## src/rtl/qpu_exu_wbck_arbt_if.sv

```systemverilog
// Writeback request/response bundle between the EXU requesters (ALU, long-pipe, MCU)
// and the writeback arbiter; master = requester side, slave = arbiter.
interface qpu_exu_wbck_arbt_if #(
  parameter int XLEN         = 32,
  parameter int RFIDX_REAL_W = 6,
  parameter int NREQ         = 3
);
  logic [NREQ-1:0]                   req_valid;
  logic [NREQ-1:0]                   req_ready;
  logic [NREQ-1:0][RFIDX_REAL_W-1:0] req_idx;
  logic [NREQ-1:0][XLEN-1:0]         req_data;

  logic                    cwbck_dest_wen;
  logic [RFIDX_REAL_W-1:0] cwbck_dest_idx;
  logic [XLEN-1:0]         cwbck_dest_data;
  logic                    qcwbck_dest_wen;
  logic [RFIDX_REAL_W-1:0] qcwbck_dest_idx;
  logic [XLEN-1:0]         qcwbck_dest_data;
  logic                    wbck_busy;

  modport master (
    output req_valid, req_idx, req_data,
    input  req_ready,
    input  cwbck_dest_wen, cwbck_dest_idx, cwbck_dest_data,
    input  qcwbck_dest_wen, qcwbck_dest_idx, qcwbck_dest_data,
    input  wbck_busy
  );

  modport slave (
    input  req_valid, req_idx, req_data,
    output req_ready,
    output cwbck_dest_wen, cwbck_dest_idx, cwbck_dest_data,
    output qcwbck_dest_wen, qcwbck_dest_idx, qcwbck_dest_data,
    output wbck_busy
  );
endinterface

```

## src/rtl/qpu_exu_wbck_arbt.sv

```systemverilog
// Per-bank round-robin writeback arbiter (classical / quantum regfile banks).
// Optional macro QPU_WBCK_ARBT_OUTREG_EN registers the bank outputs for 1-cycle latency.

module qpu_exu_wbck_rr (
  input  logic       clk,
  input  logic       rst_n,
  input  logic [2:0] req_i,
  output logic [2:0] gnt_o,
  output logic       vld_o
);
  logic [1:0] ptr_q, ptr_d, cand;
  logic       found;

  function automatic logic [1:0] nxt(input logic [1:0] p);
    return (p == 2'd2) ? 2'd0 : p + 2'd1;
  endfunction

  // Walk ptr, ptr+1, ptr+2 (mod 3); first requester wins and the pointer moves past it.
  always_comb begin
    gnt_o = '0;
    ptr_d = ptr_q;
    found = 1'b0;
    cand  = ptr_q;
    for (int k = 0; k < 3; k++) begin
      if (!found && req_i[cand]) begin
        gnt_o[cand] = 1'b1;
        ptr_d       = nxt(cand);
        found       = 1'b1;
      end
      cand = nxt(cand);
    end
  end

  assign vld_o = found;

  always_ff @(posedge clk or negedge rst_n) begin
    if (!rst_n) ptr_q <= 2'd0;
    else        ptr_q <= ptr_d;
  end
endmodule

module qpu_exu_wbck_arbt #(
  parameter int XLEN         = 32,
  parameter int RFIDX_REAL_W = 6,
  parameter int NREQ         = 3
) (
  input  logic                  clk,
  input  logic                  rst_n,
  qpu_exu_wbck_arbt_if.slave    wb
);
  localparam int NBANK = 2;

  logic [NREQ-1:0]                    req_qbank;
  logic [NBANK-1:0][NREQ-1:0]         bank_req;
  logic [NBANK-1:0][NREQ-1:0]         bank_gnt;
  logic [NBANK-1:0]                   bank_vld;
  logic [NBANK-1:0]                   wen_d;
  logic [NBANK-1:0][RFIDX_REAL_W-1:0] idx_d;
  logic [NBANK-1:0][XLEN-1:0]         data_d;

  always_comb begin
    req_qbank = '0;
    for (int r = 0; r < NREQ; r++) req_qbank[r] = wb.req_idx[r][RFIDX_REAL_W-1];
  end

  // Gating with rst_n keeps ready and the comb outputs quiet while reset is held.
  assign bank_req[0] = wb.req_valid & ~req_qbank & {NREQ{rst_n}};
  assign bank_req[1] = wb.req_valid &  req_qbank & {NREQ{rst_n}};

  for (genvar b = 0; b < NBANK; b++) begin : g_bank
    qpu_exu_wbck_rr u_rr (
      .clk   (clk),
      .rst_n (rst_n),
      .req_i (bank_req[b]),
      .gnt_o (bank_gnt[b]),
      .vld_o (bank_vld[b])
    );
  end

  always_comb begin
    idx_d  = '0;
    data_d = '0;
    for (int b = 0; b < NBANK; b++) begin
      for (int r = 0; r < NREQ; r++) begin
        if (bank_gnt[b][r]) begin
          idx_d[b]  = wb.req_idx[r];
          data_d[b] = wb.req_data[r];
        end
      end
    end
  end

  // x0 is hardwired zero: the handshake completes but the write is dropped.
  assign wen_d[0] = bank_vld[0] & (idx_d[0] != '0);
  assign wen_d[1] = bank_vld[1];

  assign wb.req_ready = bank_gnt[0] | bank_gnt[1];

`ifdef QPU_WBCK_ARBT_OUTREG_EN
  logic [NBANK-1:0]                   vld_q, wen_q;
  logic [NBANK-1:0][RFIDX_REAL_W-1:0] idx_q;
  logic [NBANK-1:0][XLEN-1:0]         data_q;

  always_ff @(posedge clk or negedge rst_n) begin
    if (!rst_n) begin
      vld_q  <= '0;
      wen_q  <= '0;
      idx_q  <= '0;
      data_q <= '0;
    end else begin
      vld_q  <= bank_vld;
      wen_q  <= wen_d;
      idx_q  <= idx_d;
      data_q <= data_d;
    end
  end

  assign wb.cwbck_dest_wen   = wen_q[0];
  assign wb.cwbck_dest_idx   = idx_q[0];
  assign wb.cwbck_dest_data  = data_q[0];
  assign wb.qcwbck_dest_wen  = wen_q[1];
  assign wb.qcwbck_dest_idx  = idx_q[1];
  assign wb.qcwbck_dest_data = data_q[1];
  // A granted write still in the output stage (x0 included) counts as in flight.
  assign wb.wbck_busy        = rst_n & ((|wb.req_valid) | (|vld_q));
`else
  assign wb.cwbck_dest_wen   = wen_d[0];
  assign wb.cwbck_dest_idx   = idx_d[0];
  assign wb.cwbck_dest_data  = data_d[0];
  assign wb.qcwbck_dest_wen  = wen_d[1];
  assign wb.qcwbck_dest_idx  = idx_d[1];
  assign wb.qcwbck_dest_data = data_d[1];
  assign wb.wbck_busy        = rst_n & (|wb.req_valid);
`endif
endmodule

```

## src/flat_wrapper.sv

```systemverilog
// flat-port wrapper written by rule: the top's interface ports become plain ports
module qpu_exu_wbck_arbt_flat 
#(
  parameter int XLEN         = 32,
  parameter int RFIDX_REAL_W = 6,
  parameter int NREQ         = 3
)
  (clk, rst_n, wb_req_valid, wb_req_idx, wb_req_data, wb_req_ready, wb_cwbck_dest_wen, wb_cwbck_dest_idx, wb_cwbck_dest_data, wb_qcwbck_dest_wen, wb_qcwbck_dest_idx, wb_qcwbck_dest_data, wb_wbck_busy);
  qpu_exu_wbck_arbt_if #(.XLEN(XLEN), .RFIDX_REAL_W(RFIDX_REAL_W), .NREQ(NREQ)) wb_i ();
  input  logic clk;
  input  logic rst_n;
  input wire logic [$bits(wb_i.req_valid)-1:0] wb_req_valid;
  input wire logic [$bits(wb_i.req_idx)-1:0] wb_req_idx;
  input wire logic [$bits(wb_i.req_data)-1:0] wb_req_data;
  output wire logic [$bits(wb_i.req_ready)-1:0] wb_req_ready;
  output wire logic [$bits(wb_i.cwbck_dest_wen)-1:0] wb_cwbck_dest_wen;
  output wire logic [$bits(wb_i.cwbck_dest_idx)-1:0] wb_cwbck_dest_idx;
  output wire logic [$bits(wb_i.cwbck_dest_data)-1:0] wb_cwbck_dest_data;
  output wire logic [$bits(wb_i.qcwbck_dest_wen)-1:0] wb_qcwbck_dest_wen;
  output wire logic [$bits(wb_i.qcwbck_dest_idx)-1:0] wb_qcwbck_dest_idx;
  output wire logic [$bits(wb_i.qcwbck_dest_data)-1:0] wb_qcwbck_dest_data;
  output wire logic [$bits(wb_i.wbck_busy)-1:0] wb_wbck_busy;
  assign wb_i.req_valid = wb_req_valid;
  assign wb_i.req_idx = wb_req_idx;
  assign wb_i.req_data = wb_req_data;
  assign wb_req_ready = wb_i.req_ready;
  assign wb_cwbck_dest_wen = wb_i.cwbck_dest_wen;
  assign wb_cwbck_dest_idx = wb_i.cwbck_dest_idx;
  assign wb_cwbck_dest_data = wb_i.cwbck_dest_data;
  assign wb_qcwbck_dest_wen = wb_i.qcwbck_dest_wen;
  assign wb_qcwbck_dest_idx = wb_i.qcwbck_dest_idx;
  assign wb_qcwbck_dest_data = wb_i.qcwbck_dest_data;
  assign wb_wbck_busy = wb_i.wbck_busy;
  qpu_exu_wbck_arbt #(.XLEN(XLEN), .RFIDX_REAL_W(RFIDX_REAL_W), .NREQ(NREQ)) u_core (.clk(clk), .rst_n(rst_n), .wb(wb_i));
endmodule
```

## config.mk

```make
export PLATFORM = sky130hd
export DESIGN_NAME = qpu_exu_wbck_arbt_flat
export DESIGN_NICKNAME = d
export VERILOG_FILES = /design/src/rtl/qpu_exu_wbck_arbt_if.sv /design/src/rtl/qpu_exu_wbck_arbt.sv /design/src/flat_wrapper.sv
export SDC_FILE = /design/constraint.sdc
export NUM_CORES = 1
export LEC_CHECK = 0
export CELL_PAD_IN_SITES_DETAIL_PLACEMENT = 0
export CELL_PAD_IN_SITES_GLOBAL_PLACEMENT = 1
export CORE_MARGIN = 10
export CORE_UTILIZATION = 15
export CTS_BUF_LIST = sky130_fd_sc_hd__clkbuf_16
export DETAILED_ROUTE_END_ITERATION = 8
export PLACE_DENSITY = 0.79
export RECOVER_POWER = 50
export SLEW_MARGIN = 20
export SYNTH_ARGS = -nofsm -noshare
export SYNTH_HDL_FRONTEND = slang
export SYNTH_SLANG_ARGS = --single-unit
```

## constraint.sdc

```tcl
create_clock -name clk -period 3.09 [get_ports clk]
set_input_delay 0.618 -clock clk [delete_from_list [all_inputs] [get_ports clk]]
set_output_delay 0.618 -clock clk [all_outputs]
set_load 0.1 [all_outputs]
```

After elaboration in Yosys (flattened, before gate mapping)
Cells that the tools add are included.
Word-level totals
  register bits after elaboration: 4
  latch bits: 0
  RAM bits: 0
  bits in read-only memories: 0
  word-level logic and storage cells: 116
  memories kept: 0
Operators by class
  add/sub/neg operators: 6
  $mul: 0
  div/mod/pow operators: 0
  magnitude comparators: 12
  eq/ne operators: 6
  shift-type cells: 0
  muxes and demuxes: 60
  bitwise operators: 12
  reduce and logical (&&, ||, !) cells: 18
Operator list (count)
  2-to-1 mux 32 bit: 6
  2-to-1 mux 6 bit: 6
  2-to-1 mux 2 bit: 12
  < comparator 2 x 3 -> 1 bit, second input constant: 6
  2-to-1 mux 1 bit: 18
  2-to-1 mux 3 bit: 6
  OR 3 bit: 5
  adder 2 x 1 -> 2 bit, second input constant: 6
  AND 3 bit: 4
  binary-select mux 1 bit (select 2 bit): 6
  demux 1 bit (select 2 bit): 6
  equality test 2 bit, second input constant: 6
  greater-or-equal comparator 2 x 1 -> 1 bit, second input constant: 6
  logical AND 1 bit: 10
  nonzero test 3 bit: 2
  nonzero test 6 bit: 1
  zero test 1 bit: 4
  inverter 3 bit: 1
  OR reduction 3 bit: 1
  AND 1 bit: 2

Depth between registers and ports, before layout
  depth in word-level cells: 17
  depth in mapped cells: 8
  gate-level depth less buffers: 6

Hierarchy
A second synthesis with hierarchy kept.
Second synthesis, totals
  cells, all modules: 397
  area total of the unflattened synthesis: 2009.4 um^2
By module, submodules not included
  qpu_exu_wbck_arbt: instances 1, cells each 360, area each 1719.1 um^2, seq. area each 0.0 um^2
  qpu_exu_wbck_rr (u_core.g_bank[1].u_rr): instances 1, cells each 18, area each 150.1 um^2, seq. area each 50.0 um^2
  qpu_exu_wbck_rr (u_core.g_bank[0].u_rr): instances 1, cells each 19, area each 140.1 um^2, seq. area each 50.0 um^2

Worst setup path after synthesis
No wires, ideal clock.
  path type: input-to-output
  start point: input port rst_n
  end point: output port wb_cwbck_dest_wen
  arrival: 3.653 ns
  data required time: 2.472 ns
  slack: -1.181 ns
  stages: 7
  path buffers: 1
  cell sequence: and3b_1 > o31a_2 > nor2_1 > buf_2 > a221oi_1 > nor2_1 > or4_1
On the way
  cells in the longest elaborated chain, start to end: 15
  elaborated cells on any way between the ends: 24
  those cells by class: 15 x mux; 4 x bitwise; 5 x reduce/logical
Ends and longest elaborated chain
  start, declared: line flat_wrapper.sv:11  | input logic rst_n;
  AND 3 bit *: line qpu_exu_wbck_arbt.sv:67  | assign bank_req[0] = wb.req_valid & ~req_qbank & {NREQ{rst_n}};
  binary-select mux 1 bit (select 2 bit): line qpu_exu_wbck_arbt.sv:25  | if (!found && req_i[cand]) begin
  2-to-1 mux 1 bit (not written as such): line qpu_exu_wbck_arbt.sv:25
  2-to-1 mux 1 bit: line qpu_exu_wbck_arbt.sv:25
  zero test 1 bit: line qpu_exu_wbck_arbt.sv:25
  logical AND 1 bit: line qpu_exu_wbck_arbt.sv:25
  2-to-1 mux 1 bit: line qpu_exu_wbck_arbt.sv:25
  zero test 1 bit: line qpu_exu_wbck_arbt.sv:25
  logical AND 1 bit: line qpu_exu_wbck_arbt.sv:25
  2-to-1 mux 3 bit *: line qpu_exu_wbck_arbt.sv:25
  2-to-1 mux 6 bit (2 in a row): line qpu_exu_wbck_arbt.sv:85  | if (bank_gnt[b][r]) begin
  2-to-1 mux 6 bit *: line qpu_exu_wbck_arbt.sv:85
  named net wb_cwbck_dest_idx[0]: line flat_wrapper.sv:17  | output wire logic [$bits(wb_i.cwbck_dest_idx)-1:0] wb_cwbck_dest_idx;
  nonzero test 6 bit *: line qpu_exu_wbck_arbt.sv:94  | assign wen_d[0] = bank_vld[0] & (idx_d[0] != '0);
  AND 1 bit *: line qpu_exu_wbck_arbt.sv:94
  end, declared: line flat_wrapper.sv:16  | output wire logic [$bits(wb_i.cwbck_dest_wen)-1:0] wb_cwbck_dest_wen;
Mark *: on every way through the listed nets, which the timed path passes. The rest lies on a longest branch. The select of a mux whose other input is x is not followed.

Final worst setup path
  start point: input port wb_req_idx[17]
  end point: output port wb_cwbck_dest_wen
On the way
  cells in the longest elaborated chain, start to end: 17
  elaborated cells on any way between the ends: 26
  those cells by class: 15 x mux; 6 x bitwise; 5 x reduce/logical
Ends and longest elaborated chain
  start, declared: line flat_wrapper.sv:13  | input wire logic [$bits(wb_i.req_idx)-1:0] wb_req_idx;
  inverter 3 bit: line qpu_exu_wbck_arbt.sv:67
  AND 3 bit (2 in a row): line qpu_exu_wbck_arbt.sv:67
  binary-select mux 1 bit (select 2 bit): line qpu_exu_wbck_arbt.sv:25
  2-to-1 mux 1 bit (not written as such): line qpu_exu_wbck_arbt.sv:25
  2-to-1 mux 1 bit: line qpu_exu_wbck_arbt.sv:25
  zero test 1 bit: line qpu_exu_wbck_arbt.sv:25
  logical AND 1 bit: line qpu_exu_wbck_arbt.sv:25
  2-to-1 mux 1 bit: line qpu_exu_wbck_arbt.sv:25
  zero test 1 bit: line qpu_exu_wbck_arbt.sv:25
  logical AND 1 bit: line qpu_exu_wbck_arbt.sv:25
  2-to-1 mux 3 bit: line qpu_exu_wbck_arbt.sv:25
  2-to-1 mux 6 bit (3 in a row): line qpu_exu_wbck_arbt.sv:85
  nonzero test 6 bit: line qpu_exu_wbck_arbt.sv:94
  AND 1 bit *: line qpu_exu_wbck_arbt.sv:94
Mark *: on every way between the ends. The rest lies on a longest branch, timed or not. The select of a mux whose other input is x is not followed.

==> out/summary.txt <==
SYNTH
--------------------------------------------------------------------------------------------------------
Seq cells post-synth ......................................................................            4
Netlist area before placement ............................................................. 0.001575 mm2
Share of the yosys chip area belonging to registers .......................................       6.354%
Synthesis warning total ...................................................................            0
Yosys cell types ..........................................................................           36
Cell type contributing the most total cell area after synthesis ...........................     a222oi_1
Top cells by area in the synthesized netlist .............................................. a222oi_1 (44%), inv_1 (16%), dfrtp_1 (6.4%)
Top-area cell type share of the netlist area ..............................................       43.84%
Synthesized instance count ................................................................          234
Post-Syn Area per Cell ....................................................................    6.732 um2
Number of nets produced by synthesis ......................................................          353

LAYOUT
--------------------------------------------------------------------------------------------------------
Syn-to-layout area delta ..................................................................       227.6%
Number of filler cells placed in the layout ...............................................          961
Share of layout cells above drive strength 1 ..............................................       37.58%
Largest registers ranked by flip-flop count ............................................... u_core.g_bank.u_rr.ptr_q: 4 flops
Register ranked first by flip-flop count .................................................. u_core.g_bank.u_rr.ptr_q
Net total in the final layout .............................................................          592
Antenna cells .............................................................................            0
Most used cells in the layout excluding fill and tap cells ................................ clkdlybuf4s50_1 (111), buf_12 (84), a222oi_1 (69), inv_1 (69), buf_4 (47)
Max reg flops .............................................................................            4
Fin cells .................................................................................          607
Leading cell type in the layout, fill and taps excluded ................................... clkdlybuf4s50_1
Post-Layout Inst Area ..................................................................... 0.005161 mm2

DETAILED ROUTING
--------------------------------------------------------------------------------------------------------
Detailed-route wire length per cell .......................................................     19.88 um
Number of remaining DRC errors ............................................................            0
Antenna-violating nets left ...............................................................            0
Avg Vias per Cell .........................................................................        5.232
Detailed Routing Iterations Pass 1 ........................................................            6
Via count .................................................................................         3176
Starting DRC count in detailed routing ....................................................          522
Final Routed Wirelength ...................................................................     12070 um

FLOORPLANNING
--------------------------------------------------------------------------------------------------------
Placeable core area .......................................................................  0.01028 mm2
Height of the die .........................................................................     122.5 um
Die footprint .............................................................................  0.01500 mm2
Initial core utilization ..................................................................       15.33%
Die extent in x ...........................................................................     122.5 um
Number of primary I/O pins ................................................................          201
Site row count ............................................................................           37

TIMING
--------------------------------------------------------------------------------------------------------
Unrepaired setup endpoints after global routing ...........................................          yes
Total setup violations reported at the end of the flow ....................................            0
Final min period ..........................................................................      3051 ps
Maximum frequency from static timing analysis .............................................    327.7 MHz
Setup Skew ................................................................................    0.1557 ps
Final-layout worst hold slack .............................................................     352.6 ps
Final count of hold timing violations .....................................................            0
Final Max Slew Viols ......................................................................            0
Fin crit share ............................................................................       98.75%

PWR
--------------------------------------------------------------------------------------------------------
Standby leakage power .....................................................................     2.468 nW
Pwr dens .................................................................................. 398.6 mW/mm2
Worst VDD drop ............................................................................    0.1686 mV

SETUP PATH
--------------------------------------------------------------------------------------------------------
Required time of the critical path ........................................................      2470 ps
Maximum cell stage delay along the critical path ..........................................       480 ps
CP startpoint kind ........................................................................    input pin
Arrival @ worst endpoint ..................................................................      2430 ps
Cell family contributing the most delay on the critical path .............................. simple AND/OR/NAND/NOR gates
Worst path slowest cell ...................................................................        or4_4
Path type of the worst setup path ......................................................... input pin to output port
Total buffers and inverters traversed by the critical path ................................            3
Cell Chain, Critical Path ................................................................. buf_6 > nand4b_1 > a22oi_2 > nor3_4 > a221oi_2 > buf_4 > nor2_4 > or4_4 > buf_12
Maximum fanout along the worst path .......................................................            6
Category of the worst setup path capture point ............................................  output port

PLACE
--------------------------------------------------------------------------------------------------------
Final GP Congestion .......................................................................       0.9412
Placed cell count .........................................................................          590
Placed instance area ...................................................................... 0.004896 mm2
Buffers added on ports ....................................................................          199
Detailed-placement wirelength estimate ....................................................      9916 um

MIN PATH
--------------------------------------------------------------------------------------------------------
Hold Path Class ........................................................................... input pin to asynchronous set/reset pin

CLOCKING
--------------------------------------------------------------------------------------------------------
Clock root buffer master ..................................................................    clkbuf_16
CTS H-Tree Depth ..........................................................................            1
Skew-Pair Late Insertion Delay ............................................................       220 ps
Number of sinks handled by clock tree synthesis ...........................................            4
Hold buffer count at CTS ..................................................................            0
Num CTS Buffers ...........................................................................            3
CTS tree ..................................................................................        built
Max Root-Sink Buffers .....................................................................            2
Post-CTS clock slew at the launch and capture registers of the worst setup and hold paths .        30 ps

GLOBAL ROUTE
--------------------------------------------------------------------------------------------------------
Initial antenna violation count ...........................................................            0
Total overflow reported by the global router ..............................................            0
Number of global-route vias before repair .................................................         3353
Pin count of the biggest net entering global routing ......................................           20
Gr usage total ............................................................................       14.73%
First-pass GRT wire length ................................................................     18080 um

JOB
--------------------------------------------------------------------------------------------------------
Maxcap violations .........................................................................            0

STATUS
--------------------------------------------------------------------------------------------------------
Result of the run ......................................................................... finished clean

## stage by stage
step	utilization (%)	worst slack, ps	power, W	setup TNS (ps)
floorplan	-	-181.6	0.001037	-181.6
global placement	47.64	-447.0	0.001801	-21620
detailed placement	47.64	-536.7	0.001820	-27150
CTS	49.63	-1.303	0.002053	-1.303
global route	50.22	-39.33	0.002127	-39.33
finish	50.22	38.68	0.002058	0
## worst reg2reg max path: cells and delay by family, from the launching register on
kind | cells | cell delay, ps
DFF | 1 | 440
AOI/OAI and AO/OA | 1 | 300
and+or+nand+nor | 2 | 260
buffers and inverters | 3 | 330
## synthesized netlist by cell type, drive strengths merged
cell type and instances:
and3 1, a21o 1, and3b 1, a22oi 2, buf 6, dfrtp 4
a21oi 4, nor2 11, nand2b 6, o21ai 2, nand3 3, or3 2
clkbuf 20, or4 1, nand4b 2, inv 69, a221oi 4, conb 1
o22ai 1, o31a 2, a222oi 69, nor3b 1, or2 3, nor3 6
and4bb 1, a211oi 4, a41oi 1, nand3b 2, nand4 1, nand2 3
## path summary, 6_finish.rpt
check / start / end / slack [ps] / cells after the start
worst max-delay path: wb_req_idx[17] / wb_cwbck_dest_wen / 40 / 9
worst min-delay path: rst_n / u_core.g_bank[0].u_rr.ptr_q[0] / 350 / 2
worst max register to register: u_core.g_bank[0].u_rr.ptr_q[1] / u_core.g_bank[0].u_rr.ptr_q[1] / 1650 / 6
worst min register to register: u_core.g_bank[1].u_rr.ptr_q[1] / u_core.g_bank[1].u_rr.ptr_q[1] / 620 / 1
max in group asynchronous: rst_n / u_core.g_bank[1].u_rr.ptr_q[0] / 2500 / 3
min in group clk: u_core.g_bank[1].u_rr.ptr_q[1] / u_core.g_bank[1].u_rr.ptr_q[1] / 620 / 1
## area by class of cell
type	count	area [um2]	area share, %
tap	136	170.2	3.297
timing repair buffer	260	3312	64.17
clock buffer	3	75.07	1.455
sequential	4	100.1	1.939
inverter	69	259.0	5.018
multi-input combinational	135	1245	24.12
## kinds of logic (layout without fill, tap and decap cells)
| family | Yosys count | after routing | synth area share (%) |
|---|---|---|---|
| AOI/OAI and AO/OA | 90 | 90 | 53.77 |
| buffers and inverters | 95 | 332 | 23.91 |
| DFF | 4 | 4 | 6.355 |
| other | 1 | 1 | 0.2381 |
| and+or+nand+nor | 44 | 44 | 15.73 |
## power breakdown
part	switching [W]	total, W	internal (W)
clock	0.0000355	0.000201	0.000165
combinational	0.00106	0.00175	0.000689
sequential	0.0000351	0.000103	0.0000683
total	0.00113	0.00206	0.000923
## layer usage
metal  vias to the layer above  routed length [um]  GRT usage, %
met5                         -                   0             0
met2                       197                6133         26.92
met1                      1537                4244         15.39
li1                       1428                   -             -
met3                        14                1500         5.969
met4                         0                 189         3.608
## repair_timing
item | CTS | global route
gates resized for setup | 46 | 9
buffers inserted | 8 | 6
endpoints found under the setup margin | 80 | 57
pin swaps | 12 | 7
(Power assumes the default switching activity.)
